===== src/rtl/note_pkg.sv =====
// Shared definitions for the note lane buffer: play-state encoding,
// lane colour indices and default geometry.
package note_pkg;

    typedef enum logic [1:0] {
        IDLE  = 2'd0,
        READY = 2'd1,
        PLAY  = 2'd2,
        DONE  = 2'd3
    } state_t;

    localparam int RED    = 0;
    localparam int YELLOW = 1;
    localparam int BLUE   = 2;

    localparam int DEF_LANES = 3;
    localparam int DEF_DEPTH = 100;
    localparam int DEF_VIEW  = 27;

endpackage


===== src/rtl/note_lane.sv =====
// One note lane: a DEPTH-bit shift register loaded from the song, shifted
// toward the exit column on each step, with judgement of the exit bit
// against the drum strike for that lane.
module note_lane #(
    parameter int DEPTH = 100,
    parameter int VIEW  = 27
) (
    input  logic             slow_clk,
    input  logic             reset_n,
    input  logic             load,
    input  logic             step,
    input  logic             hit,
    input  logic [DEPTH-1:0] song,
    output logic [VIEW-1:0]  view,
    output logic             judge_hit,
    output logic             judge_miss,
    output logic             hit_ok,
    output logic             miss
);

    logic [DEPTH-1:0] lane_reg;

    // Only a note sitting in the exit column is judged; empty exits ignore hit.
    assign judge_hit  = step &  lane_reg[DEPTH-1] &  hit;
    assign judge_miss = step &  lane_reg[DEPTH-1] & ~hit;

    assign view = lane_reg[DEPTH-1 -: VIEW];

    // Lane contents plus the one-cycle hit/miss pulses from the last judgement.
    always_ff @(posedge slow_clk or negedge reset_n) begin
        if (!reset_n) begin
            lane_reg <= '0;
            hit_ok   <= 1'b0;
            miss     <= 1'b0;
        end else if (load) begin
            lane_reg <= song;
            hit_ok   <= 1'b0;
            miss     <= 1'b0;
        end else begin
            hit_ok <= judge_hit;
            miss   <= judge_miss;
            if (step)
                lane_reg <= lane_reg << 1;
        end
    end

endmodule


===== src/rtl/note_lane_buffer.sv =====
// LANES note lanes scrolling toward an exit column while playing, with a
// play-state FSM, song-length countdown and saturating hit/miss totals.
module note_lane_buffer
    import note_pkg::*;
#(
    parameter int LANES = DEF_LANES,
    parameter int DEPTH = DEF_DEPTH,
    parameter int VIEW  = DEF_VIEW,
    parameter int CNT_W = 8
) (
    input  logic                       slow_clk,
    input  logic                       reset_n,
    input  logic                       load,
    input  logic [LANES*DEPTH-1:0]     song_in,
    input  logic                       run,
    input  logic [LANES-1:0]           hit,
    output logic [LANES*VIEW-1:0]      view_out,
    output logic [LANES-1:0]           hit_ok,
    output logic [LANES-1:0]           miss,
    output logic [$clog2(DEPTH+1)-1:0] steps_left,
    output logic [CNT_W-1:0]           hit_cnt,
    output logic [CNT_W-1:0]           miss_cnt,
    output logic [1:0]                 state_o
);

    localparam int SW   = $clog2(DEPTH+1);
    localparam int PW   = $clog2(LANES+1);
    localparam int SUMW = CNT_W + PW;
    localparam logic [SUMW-1:0] CNT_MAX = {{PW{1'b0}}, {CNT_W{1'b1}}};

    state_t state_q, state_d;
    logic   step;

    logic [LANES-1:0] judge_hit, judge_miss;
    logic [PW-1:0]    hit_pop, miss_pop;
    logic [SUMW-1:0]  hit_sum, miss_sum;

    genvar l;
    generate
        for (l = 0; l < LANES; l++) begin : g_lane
            note_lane #(.DEPTH(DEPTH), .VIEW(VIEW)) u_lane (
                .slow_clk   (slow_clk),
                .reset_n    (reset_n),
                .load       (load),
                .step       (step),
                .hit        (hit[l]),
                .song       (song_in[l*DEPTH +: DEPTH]),
                .view       (view_out[l*VIEW +: VIEW]),
                .judge_hit  (judge_hit[l]),
                .judge_miss (judge_miss[l]),
                .hit_ok     (hit_ok[l]),
                .miss       (miss[l])
            );
        end
    endgenerate

    assign state_o = state_q;

    // Play-state register.
    always_ff @(posedge slow_clk or negedge reset_n) begin
        if (!reset_n)
            state_q <= IDLE;
        else
            state_q <= state_d;
    end

    // Next state and step strobe; load wins over run and hit in any state.
    always_comb begin
        state_d = state_q;
        step    = 1'b0;
        if (load) begin
            state_d = READY;
        end else begin
            case (state_q)
                READY: if (run) state_d = PLAY;
                PLAY: begin
                    if (!run) begin
                        state_d = READY;
                    end else begin
                        step = 1'b1;
                        if (steps_left == SW'(1))
                            state_d = DONE;
                    end
                end
                default: state_d = state_q;
            endcase
        end
    end

    // Count judged lanes this step and form saturating next totals.
    always_comb begin
        hit_pop  = '0;
        miss_pop = '0;
        for (int i = 0; i < LANES; i++) begin
            hit_pop  = hit_pop  + PW'(judge_hit[i]);
            miss_pop = miss_pop + PW'(judge_miss[i]);
        end
        hit_sum  = {{PW{1'b0}}, hit_cnt}  + SUMW'(hit_pop);
        miss_sum = {{PW{1'b0}}, miss_cnt} + SUMW'(miss_pop);
        if (hit_sum > CNT_MAX)
            hit_sum = CNT_MAX;
        if (miss_sum > CNT_MAX)
            miss_sum = CNT_MAX;
    end

    // Song countdown and score totals.
    always_ff @(posedge slow_clk or negedge reset_n) begin
        if (!reset_n) begin
            steps_left <= '0;
            hit_cnt    <= '0;
            miss_cnt   <= '0;
        end else if (load) begin
            steps_left <= SW'(DEPTH);
            hit_cnt    <= '0;
            miss_cnt   <= '0;
        end else if (step) begin
            steps_left <= steps_left - SW'(1);
            hit_cnt    <= hit_sum[CNT_W-1:0];
            miss_cnt   <= miss_sum[CNT_W-1:0];
        end
    end

endmodule


===== config.mk =====
export PLATFORM = sky130hd
export DESIGN_NAME = note_lane_buffer
export DESIGN_NICKNAME = d
export VERILOG_FILES = /design/src/rtl/note_pkg.sv /design/src/rtl/note_lane.sv /design/src/rtl/note_lane_buffer.sv
export SDC_FILE = /design/constraint.sdc
export NUM_CORES = 1
export LEC_CHECK = 0
export BUFFER_PORTS_ARGS = -buffer_cell sky130_fd_sc_hd__buf_2
export CAP_MARGIN = 20
export CORE_UTILIZATION = 46
export DETAILED_ROUTE_END_ITERATION = 12
export PLACE_DENSITY = 0.71
export SYNTH_ARGS = -nofsm -noshare
export SYNTH_HDL_FRONTEND = slang
export SYNTH_SLANG_ARGS = --single-unit

===== constraint.sdc =====
create_clock -name slow_clk -period 3.18 [get_ports slow_clk]
set_input_delay 0.318 -clock slow_clk [delete_from_list [all_inputs] [get_ports slow_clk]]
set_output_delay 0.318 -clock slow_clk [all_outputs]
set_load 0.01 [all_outputs]

---- After elaboration in Yosys (flattened, before gate mapping) ----
Cells that the tools add are included.
word-level totals
  register bits after elaboration ......... 331
  bits of input ports ..................... 307
  output and inout port bits .............. 112
cells by class
  $add $sub $neg .......................... 7
  order comparisons ....................... 2
  equal/unequal tests ..................... 5
  multiplexer cells ....................... 28
  bitwise gates (word level) .............. 12
  reduce and logical (&&, ||, !) cells .... 3
operator list
  operator                                                                          count
  100-bit two-way mux                                                               6
  8-bit two-way mux                                                                 6
  8-bit by 2-bit adder with 9-bit output                                            2
  9-bit by 8-bit greater-than comparator with 1-bit output (second input constant)  2
  7-bit two-way mux                                                                 2
  1-bit AND                                                                         9
  1-bit two-way mux                                                                 9
  2-bit two-way mux                                                                 4
  7-bit by 1-bit == test with 1-bit output (second input constant)                  1
  7-bit by 1-bit subtractor with 7-bit output (second input constant)               1
  1-bit by 1-bit adder with 2-bit output                                            2
  2-bit by 1-bit adder with 2-bit output                                            2
  4-bit != test (second input constant)                                             1
  2-bit case mux with 2 select lines                                                1
  3-bit != test (second input constant)                                             1
  1-bit inverter                                                                    3
  3-bit AND reduction                                                               1
  3-bit nonzero test                                                                1
  2-bit by 1-bit == test with 1-bit output (second input constant)                  1
  2-bit == test (second input constant)                                             1
  2-bit nonzero test                                                                1

---- Depth between registers and ports, before layout ----
Gate-level depths: netlist of run 1.
  depth after elaboration ................. 12
  mapped depth ............................ 13
  gate-level depth less buffers ........... 11

---- Hierarchy ----
Synthesis of run 1 repeated with hierarchy kept, for this count alone.
unflattened totals
  cells, all modules ...................... 1558
  area, all modules ....................... 16319.4 um2
by module, submodules not included
  module            instances  cells an instance  area each (um2)  sequential area each (um2)
  note_lane         3          468                4949.7           2552.4
  note_lane_buffer  1          154                1470.2           625.6

---- Worst setup path after synthesis of run 1 ----
OpenSTA, ideal clock, no wires.
  path kind ............................... flip-flop to flip-flop
  start ................................... register state_q[0] (netlist: state_o[0])
  end ..................................... register miss_cnt[3]
  setup time .............................. 87 ps
  data arrival time ....................... 2840 ps
  data required time ...................... 3093 ps
  path slack .............................. 254 ps
  cell stages (with the launch flop) ...... 12
  buffers on the path ..................... 0
  path through ............................ dfrtp_1 > nand3b_2 > nor2_1 > nand2_1 > nor2_1 > fa_1 > ha_1 > inv_1 > fa_1 > nor3_1 > o21ai_2 > a211oi_2
on the way
  longest elaborated chain between the ends .. 12
  elaborated cells between the ends (all ways) .. 17
  those cells by class .................... add/sub (3); order compare (1); eq/ne (1); mux (5); bitwise (6); reduce/logical (1)
ends and longest elaborated chain
  element                                                   RTL line                 source
  start: declaration                                        note_lane_buffer.sv:31   state_t state_q, state_d;
  start signal: assignment                                  note_lane_buffer.sv:64   state_q <= state_d;
  2-bit == test (*)                                         note_lane_buffer.sv:74   case (state_q)
  1-bit two-way mux (*)                                     note_lane_buffer.sv:74
  1-bit two-way mux (*)                                     note_lane_buffer.sv:71   if (load) begin
  1-bit AND (2 in a row)                                    note_lane.sv:25          assign judge_miss = step & lane_reg[DEPTH-1] & ~hit;
  1-bit by 1-bit adder with 2-bit output                    note_lane_buffer.sv:96   miss_pop = miss_pop + PW'(judge_miss[i]);
  2-bit by 1-bit adder with 2-bit output                    note_lane_buffer.sv:96
  8-bit by 2-bit adder with 9-bit output                    note_lane_buffer.sv:99   miss_sum = {{PW{1'b0}}, miss_cnt} + SUMW'(miss_pop);
  9-bit by 8-bit greater-than comparator with 1-bit output  note_lane_buffer.sv:102  if (miss_sum > CNT_MAX)
  8-bit two-way mux                                         note_lane_buffer.sv:102
  8-bit two-way mux                                         note_lane_buffer.sv:116  end else if (step) begin
  8-bit two-way mux                                         note_lane_buffer.sv:112  end else if (load) begin
  end signal: assignment                                    note_lane_buffer.sv:119  miss_cnt <= miss_sum[CNT_W-1:0];
  end: declaration                                          note_lane_buffer.sv:22   output logic [CNT_W-1:0] miss_cnt,
Mark *: on every way between the ends. The rest lies on a longest branch, timed or not. The select of a mux whose other input is x is not followed.
A chain may end at the register's enable or synchronous reset.

---- Final worst setup path of run 1 ----
  start ................................... register state_q[0] (netlist: state_o[0])
  end ..................................... register miss_cnt[1]
Same word-level chain as after synthesis.

==> impl_metrics.json, run 1 <==
{
  "grt_pass1_wl_um": 59500,
  "cts_tree": "yes",
  "insertion_delay_ps": 510,
  "outcome": "finished, final reports clean",
  "path_cells": "nand3b_2, nor2_1, buf_4, nand2_1, nor2_1, fa_1, ha_1, inv_1, fa_1, or3_1, a311oi_2",
  "antenna_found_initial": 5,
  "initial_core_util_pct": 46.8,
  "cp-end-kind": "register",
  "vias_per_cell": 5.08,
  "crit_type": "reg -> reg",
  "critPathMaxFanout": 9,
  "synth-edff-count": 0,
  "rsz0062_at_grt": "no",
  "grt_usage_pct": 20.3,
  "portBuffers": 418,
  "arrival_ps": 3400,
  "finalCriticalPeriod_ps": 2990,
  "vias": 12000,
  "drive_above_1_share_pct": 27.1,
  "combPwrFrac_pct": 12.3,
  "finalClockSkew_ps": 10.1,
  "cts_made_buffers": 37,
  "startpoint_type": "register",
  "fmax_mhz": 335,
  "wl_per_cell_um": 15.6,
  "final_area_um2": 19300,
  "hold_slack_ps": 21.4,
  "crit_family": "adder cells",
  "syn_to_final_growth_pct": 19.0,
  "ctsRootBufferMaster": "clkbuf_16",
  "p_leak_nw": 8.61,
  "synthCells": 1563,
  "crit_buf_inv": 2,
  "grt_max_degree": 255,
  "relSlewSlack_pct": 32.7,
  "core-area_um2": 34500,
  "fin_setup_tns_ps": 0,
  "sw_frac_of_total_pct": 25.2,
  "die_area_um2": 35900,
  "cts.sinks": 331,
  "synth_area_um2": 16200,
  "ys_seq_elements": 331,
  "die_w_um": 190,
  "cts_setup_buffers": 0,
  "power_frac_seq_pct": 47.8,
  "place_ws_ps": 151,
  "syn-num-nets": 1880,
  "htree_levels": 2,
  "rows": 68,
  "powerDensity_nw_per_um2": 525,
  "clockBufferDepth": 3,
  "dp_hpwl_um": 25800,
  "antenna_left": 0,
  "hold_viol": 0,
  "power_switching_mw": 2.55,
  "synth.distinct_cells": 44,
  "min-delay-path-class": "in -> reg",
  "power_frac_clock_pct": 39.8,
  "ios": 419,
  "cpPeakStageDelay_ps": 500,
  "synth-main-ff-cell": "dfrtp_1",
  "drt_pass1_iterations": 4,
  "slowest_stage": "fa_1",
  "drtIter0Drc": 612,
  "power_mw": 10.1,
  "max-cap-violations": 0,
  "ys_seq_area_share_pct": 51.2,
  "vdd_ir_drop_max_mv": 0.319,
  "period_share_pct": 94.0,
  "yosysWarnings": 0,
  "die_y_um": 190,
  "overflow": 0,
  "routed_wl_um": 36800,
  "cts.clk_slew.worst_paths_ps": 60,
  "routabilityCongestion": 0.841,
  "maxSlewViolCount": 0,
  "required_ps": 3590,
  "grt_pass1_vias": 11700,
  "internal_power_mw": 7.56,
  "async_flop_share_pct": 100,
  "largest_reg_flops": 300,
  "drc_errors": 0,
  "finalNetCount": 2190,
  "syn_avg_cell_area_um2": 10.4,
  "fin_ws_ps": 191,
  "place_area_um2": 17900,
  "setup_violations": 0,
  "worstMarginPinSlew_ps": 1010
}
-- per-stage QoR --
step	util [%]	cells
detailed placement	51.9	2273
CTS	55.7	2350
floorplan	-	1563
global placement	51.9	2273
global route	55.7	2354
finish	55.7	2354
-- placed cells by master, fill, tap and decap left out, drive strengths merged, types with 5 or more instances in the layout --
cell         instances
inv                 15
mux2i              301
and3                 9
ha                   6
dlygate4sd3         16
o21bai               5
nor3                 8
a21oi                8
o21ai              303
clkbuf              53
a211oi               5
nand3                5
nor2                24
dfrtp              331
nand2              316
buf                448
clkinv               6
-- cell usage after synthesis, types with 8 or more instances --
library cell	count	area, um2
nor2_1	24	90.1
a21oi_1	8	40.0
buf_6	21	236
buf_4	91	683
mux2i_1	301	3010
o21ai_0	47	235
nand2_1	316	1190
inv_1	13	48.8
clkbuf_1	60	225
buf_8	12	180
dfrtp_1	331	8280
o21ai_1	255	1280
and3_1	9	56.3
-- path summary, 6_finish.rpt --
check / startpoint / end / slack, ps / cells past startpoint
max in group asynchronous: reset_n / g_lane[0].u_lane.lane_reg[7] / 1950 / 3
worst max register to register: state_o[0] / miss_cnt[1] / 190 / 11
worst min register to register: g_lane[2].u_lane.lane_reg[0] / g_lane[2].u_lane.lane_reg[0] / 530 / 2
worst max-delay path: state_o[0] / miss_cnt[1] / 190 / 11
worst min-delay path: song_in[14] / g_lane[0].u_lane.lane_reg[14] / 20 / 3
min in group asynchronous: reset_n / g_lane[1].u_lane.lane_reg[13] / 400 / 2
-- power by group through the flow --
stage                     sequential, mW  clock [mW]  combinational, mW
after floorplan                     4.83           0              0.880
after global placement              4.90           0               1.22
after detailed placement            4.91           0               1.25
after CTS                           4.84        4.14               1.27
after global routing                4.89        4.34               1.41
final                               4.84        4.03               1.25
-- area by class of cell --
class                   instances  area [um2]
flip-flops and latches        331        8280
repair buffers                464        2710
well taps                     455         569
clock buffers                  53        1100
multi-input cells            1026        6490
clock inverters                 8        47.5
fillers                      3051       15300
diodes                          4        10.0
inverters                      13        48.8
-- worst register-to-register path: cells and delay by family, from the launching register on --
kind                     cells  cell delay, ps
adder cells (fa/ha/maj)      3            1150
AO/OA/AOI/OAI                1             280
buffers and inverters        2             220
flip-flops                   1             430
AND/OR/NAND/NOR              5             830
-- kinds of logic (layout without fill, tap and decap cells) --
logic type	Yosys count	after routing	synth area share [%]
xor+xnor	4	4	0.217
compound gates	330	330	10.7
fa+ha+maj	10	10	0.959
mux	301	301	18.6
buf+inv	206	538	8.76
other cells	0	4	0
simple gates	381	381	9.60
flops	331	331	51.2
-- routing by layer --
metal  share of wire (%)  up-vias  track usage [%]  wire length [um]
li1                    -     5890                -                 -
met1                  44     5647             27.5             16200
met2                  48      346             33.1             17500
met3                 5.8       68             3.84              2140
met4                 2.6        2             6.33               944
met5               0.035        -                0                13
-- timing repair --
action                                  4_1_cts  5_1_grt
hold buffers                                 16        0
hold endpoints to repair                     91        0
endpoints found under the setup margin        0        4
resized for setup                             0        2
Note: power is estimated with default switching activity, not from simulation.
==> run 2, diff against run 1 <==
--- a/config.mk
+++ b/config.mk
@@ -7,9 +7,8 @@
 export LEC_CHECK = 0
 export BUFFER_PORTS_ARGS = -buffer_cell sky130_fd_sc_hd__buf_2
 export CAP_MARGIN = 20
-export CORE_UTILIZATION = 46
+export CORE_UTILIZATION = 40
 export DETAILED_ROUTE_END_ITERATION = 12
-export PLACE_DENSITY = 0.71
 export SYNTH_ARGS = -nofsm -noshare
 export SYNTH_HDL_FRONTEND = slang
 export SYNTH_SLANG_ARGS = --single-unit
==> run 2 against run 1 <==
- clock power up 6.5%
- sequential share of layout area down 5.1 points
- sequential power about the same
- fmax up 2.9%
- first-iteration DRC count up 21%
- worst hold slack about the same
==> impl_metrics.json, run 2 (synthesis results as in run 1) <==
{
  "cts_made_buffers": 39,
  "internal_power_mw": 7.94,
  "cts.sinks": 331,
  "antenna_found_initial": 2,
  "core-area_um2": 39800,
  "slowest_stage": "fa_1",
  "dp_cells": 2334,
  "vias_per_cell": 4.90,
  "power_frac_clock_pct": 40.3,
  "grt_pass1_vias": 13300,
  "path_cells": "nand3b_2, nor2_2, and3_1, fa_1, ha_1, inv_1, fa_1, and3b_1, nand2_1, a311oi_2",
  "worstMarginPinSlew_ps": 1150,
  "ios": 419,
  "arrival_ps": 3340,
  "hold_viol": 0,
  "powerDensity_nw_per_um2": 488,
  "cpPeakStageDelay_ps": 510,
  "outcome": "finished, final reports clean",
  "largest_reg_flops": 300,
  "finalCriticalPeriod_ps": 2910,
  "vias": 13100,
  "required_ps": 3620,
  "finalNonFillerCells": 2679,
  "fin_ws_ps": 274,
  "cts_tree": "yes",
  "p_leak_nw": 9.65,
  "routabilityCongestion": 0.819,
  "cts.clk_slew.worst_paths_ps": 60,
  "drc_errors": 0,
  "routed_wl_um": 43400,
  "place_ws_ps": 60.0,
  "min-delay-path-class": "in -> reg",
  "period_share_pct": 91.4,
  "portBuffers": 418,
  "finalClockSkew_ps": 12.0,
  "num-fill-cells": 3427,
  "antenna_left": 0,
  "finalNetCount": 2442,
  "wl_per_cell_um": 16.2,
  "final_cell_mix": "buf_2 (416), dfrtp_1 (331), nand2_1 (316)",
  "rows": 73,
  "grt_max_degree": 241,
  "startpoint_type": "register",
  "grt_usage_pct": 20.9,
  "cp-end-kind": "register",
  "syn_to_final_growth_pct": 35.0,
  "sw_frac_of_total_pct": 25.6,
  "drt_pass1_iterations": 5,
  "cts_setup_buffers": 0,
  "drtIter0Drc": 741,
  "max-cap-violations": 0,
  "combPwrFrac_pct": 14.3,
  "overflow": 0,
  "drive_above_1_share_pct": 23.5,
  "critical_path.most_common_cell": "fa_1",
  "grt_pass1_wl_um": 69700,
  "fin_setup_tns_ps": 0,
  "power_frac_seq_pct": 45.4,
  "insertion_delay_ps": 540,
  "relSlewSlack_pct": 23.2,
  "fmax_mhz": 344,
  "clockBufferDepth": 3,
  "dp_hpwl_um": 27100,
  "ctsRootBufferMaster": "clkbuf_16",
  "power_switching_mw": 2.72,
  "layout_commonest_cell": "buf_2",
  "crit_type": "reg -> reg",
  "vdd_ir_drop_max_mv": 0.416,
  "maxSlewViolCount": 0,
  "initial_core_util_pct": 40.6,
  "rsz0062_at_grt": "no",
  "die_y_um": 203,
  "htree_levels": 2,
  "setup_violations": 0,
  "critPathMaxFanout": 9,
  "die_w_um": 203,
  "die_area_um2": 41300
}
-- run 2: changes by cell type in the layout (fill, tap and decap cells not counted), moves of 2 or more --
| cell | before | now |
|---|---|---|
| clkbuf_1 | 7 | 15 |
| buf_12 | 17 | 10 |
| dlygate4sd3_1 | 16 | 275 |
| buf_4 | 13 | 11 |
| clkbuf_16 | 39 | 41 |
| diode_2 | 4 | 1 |
| inv_6 | 2 | 0 |
| clkbuf_8 | 7 | 5 |
-- run 2: critical path, delay by kind of cell (launching register included) --
family                     cells  cell delay (ps)
DFF                            1              430
adders and majority gates      3             1100
buffers and inverters          1               70
and+or+nand+nor                5              920
AOI/OAI and AO/OA              1              290
-- run 2: per-layer routing --
layer | part of all wire, % | vias up | track usage (%) | wire length [um]
met5 | 0.032 | - | 0 | 14
met4 | 3.3 | 2 | 8.51 | 1420
met3 | 5.1 | 96 | 4.04 | 2200
met2 | 49 | 384 | 34.5 | 21100
met1 | 43 | 6233 | 26.9 | 18600
li1 | - | 6404 | - | -
-- run 2: layout make-up --
type                            count  area, um2  area share [%]
Clock buffer                       61       1150            5.27
Antenna cell                        1       2.50          0.0115
Sequential cell                   331       8280            37.9
Multi-Input combinational cell   1026       6490            29.7
Clock inverter                      8       67.6           0.309
Tap cell                          525        657            3.01
Timing Repair Buffer              714       5150            23.6
Inverter                           13       48.8           0.223
-- run 2: final timing paths --
check | start | end | slack (ps) | depth (start not counted)
max | state_o[0] | hit_cnt[1] | 270 | 10
min | song_in[77] | g_lane[0].u_lane.lane_reg[77] | 20 | 3
max reg2reg | state_o[0] | hit_cnt[1] | 270 | 10
min reg2reg | g_lane[2].u_lane.lane_reg[0] | g_lane[2].u_lane.lane_reg[0] | 540 | 2
max in group asynchronous | reset_n | g_lane[1].u_lane.lane_reg[12] | 1880 | 3
min in group asynchronous | reset_n | g_lane[0].u_lane.lane_reg[39] | 400 | 2
-- run 2: power by group through the flow --
| stage | clock network [mW] | logic (mW) | registers (mW) |
|---|---|---|---|
| floorplan | 0 | 0.880 | 4.83 |
| global placement | 0 | 1.23 | 4.90 |
| detailed placement | 0 | 1.25 | 4.91 |
| CTS | 4.44 | 1.53 | 4.84 |
| global route | 4.60 | 1.70 | 4.89 |
| finish | 4.29 | 1.53 | 4.84 |
-- run 2: per-stage QoR --
stage                     hold slack, ps  power (mW)  area, um2  util (%)
after floorplan                     22.4        5.71      16200         -
after detailed placement             397        6.16      17900      44.9
after CTS                          0.797        10.8      21800      54.8
after global placement               398        6.13      17900      44.9
after global routing                20.1        11.2      21800      54.9
final                               21.8        10.7      21800      54.9
-- run 2: timing repair --
action / 4_1_cts / 5_1_grt
resized for setup: 0 / 2
hold buffers: 275 / 0
endpoints found under the hold margin: 354 / 0
setup endpoints to repair: 0 / 13
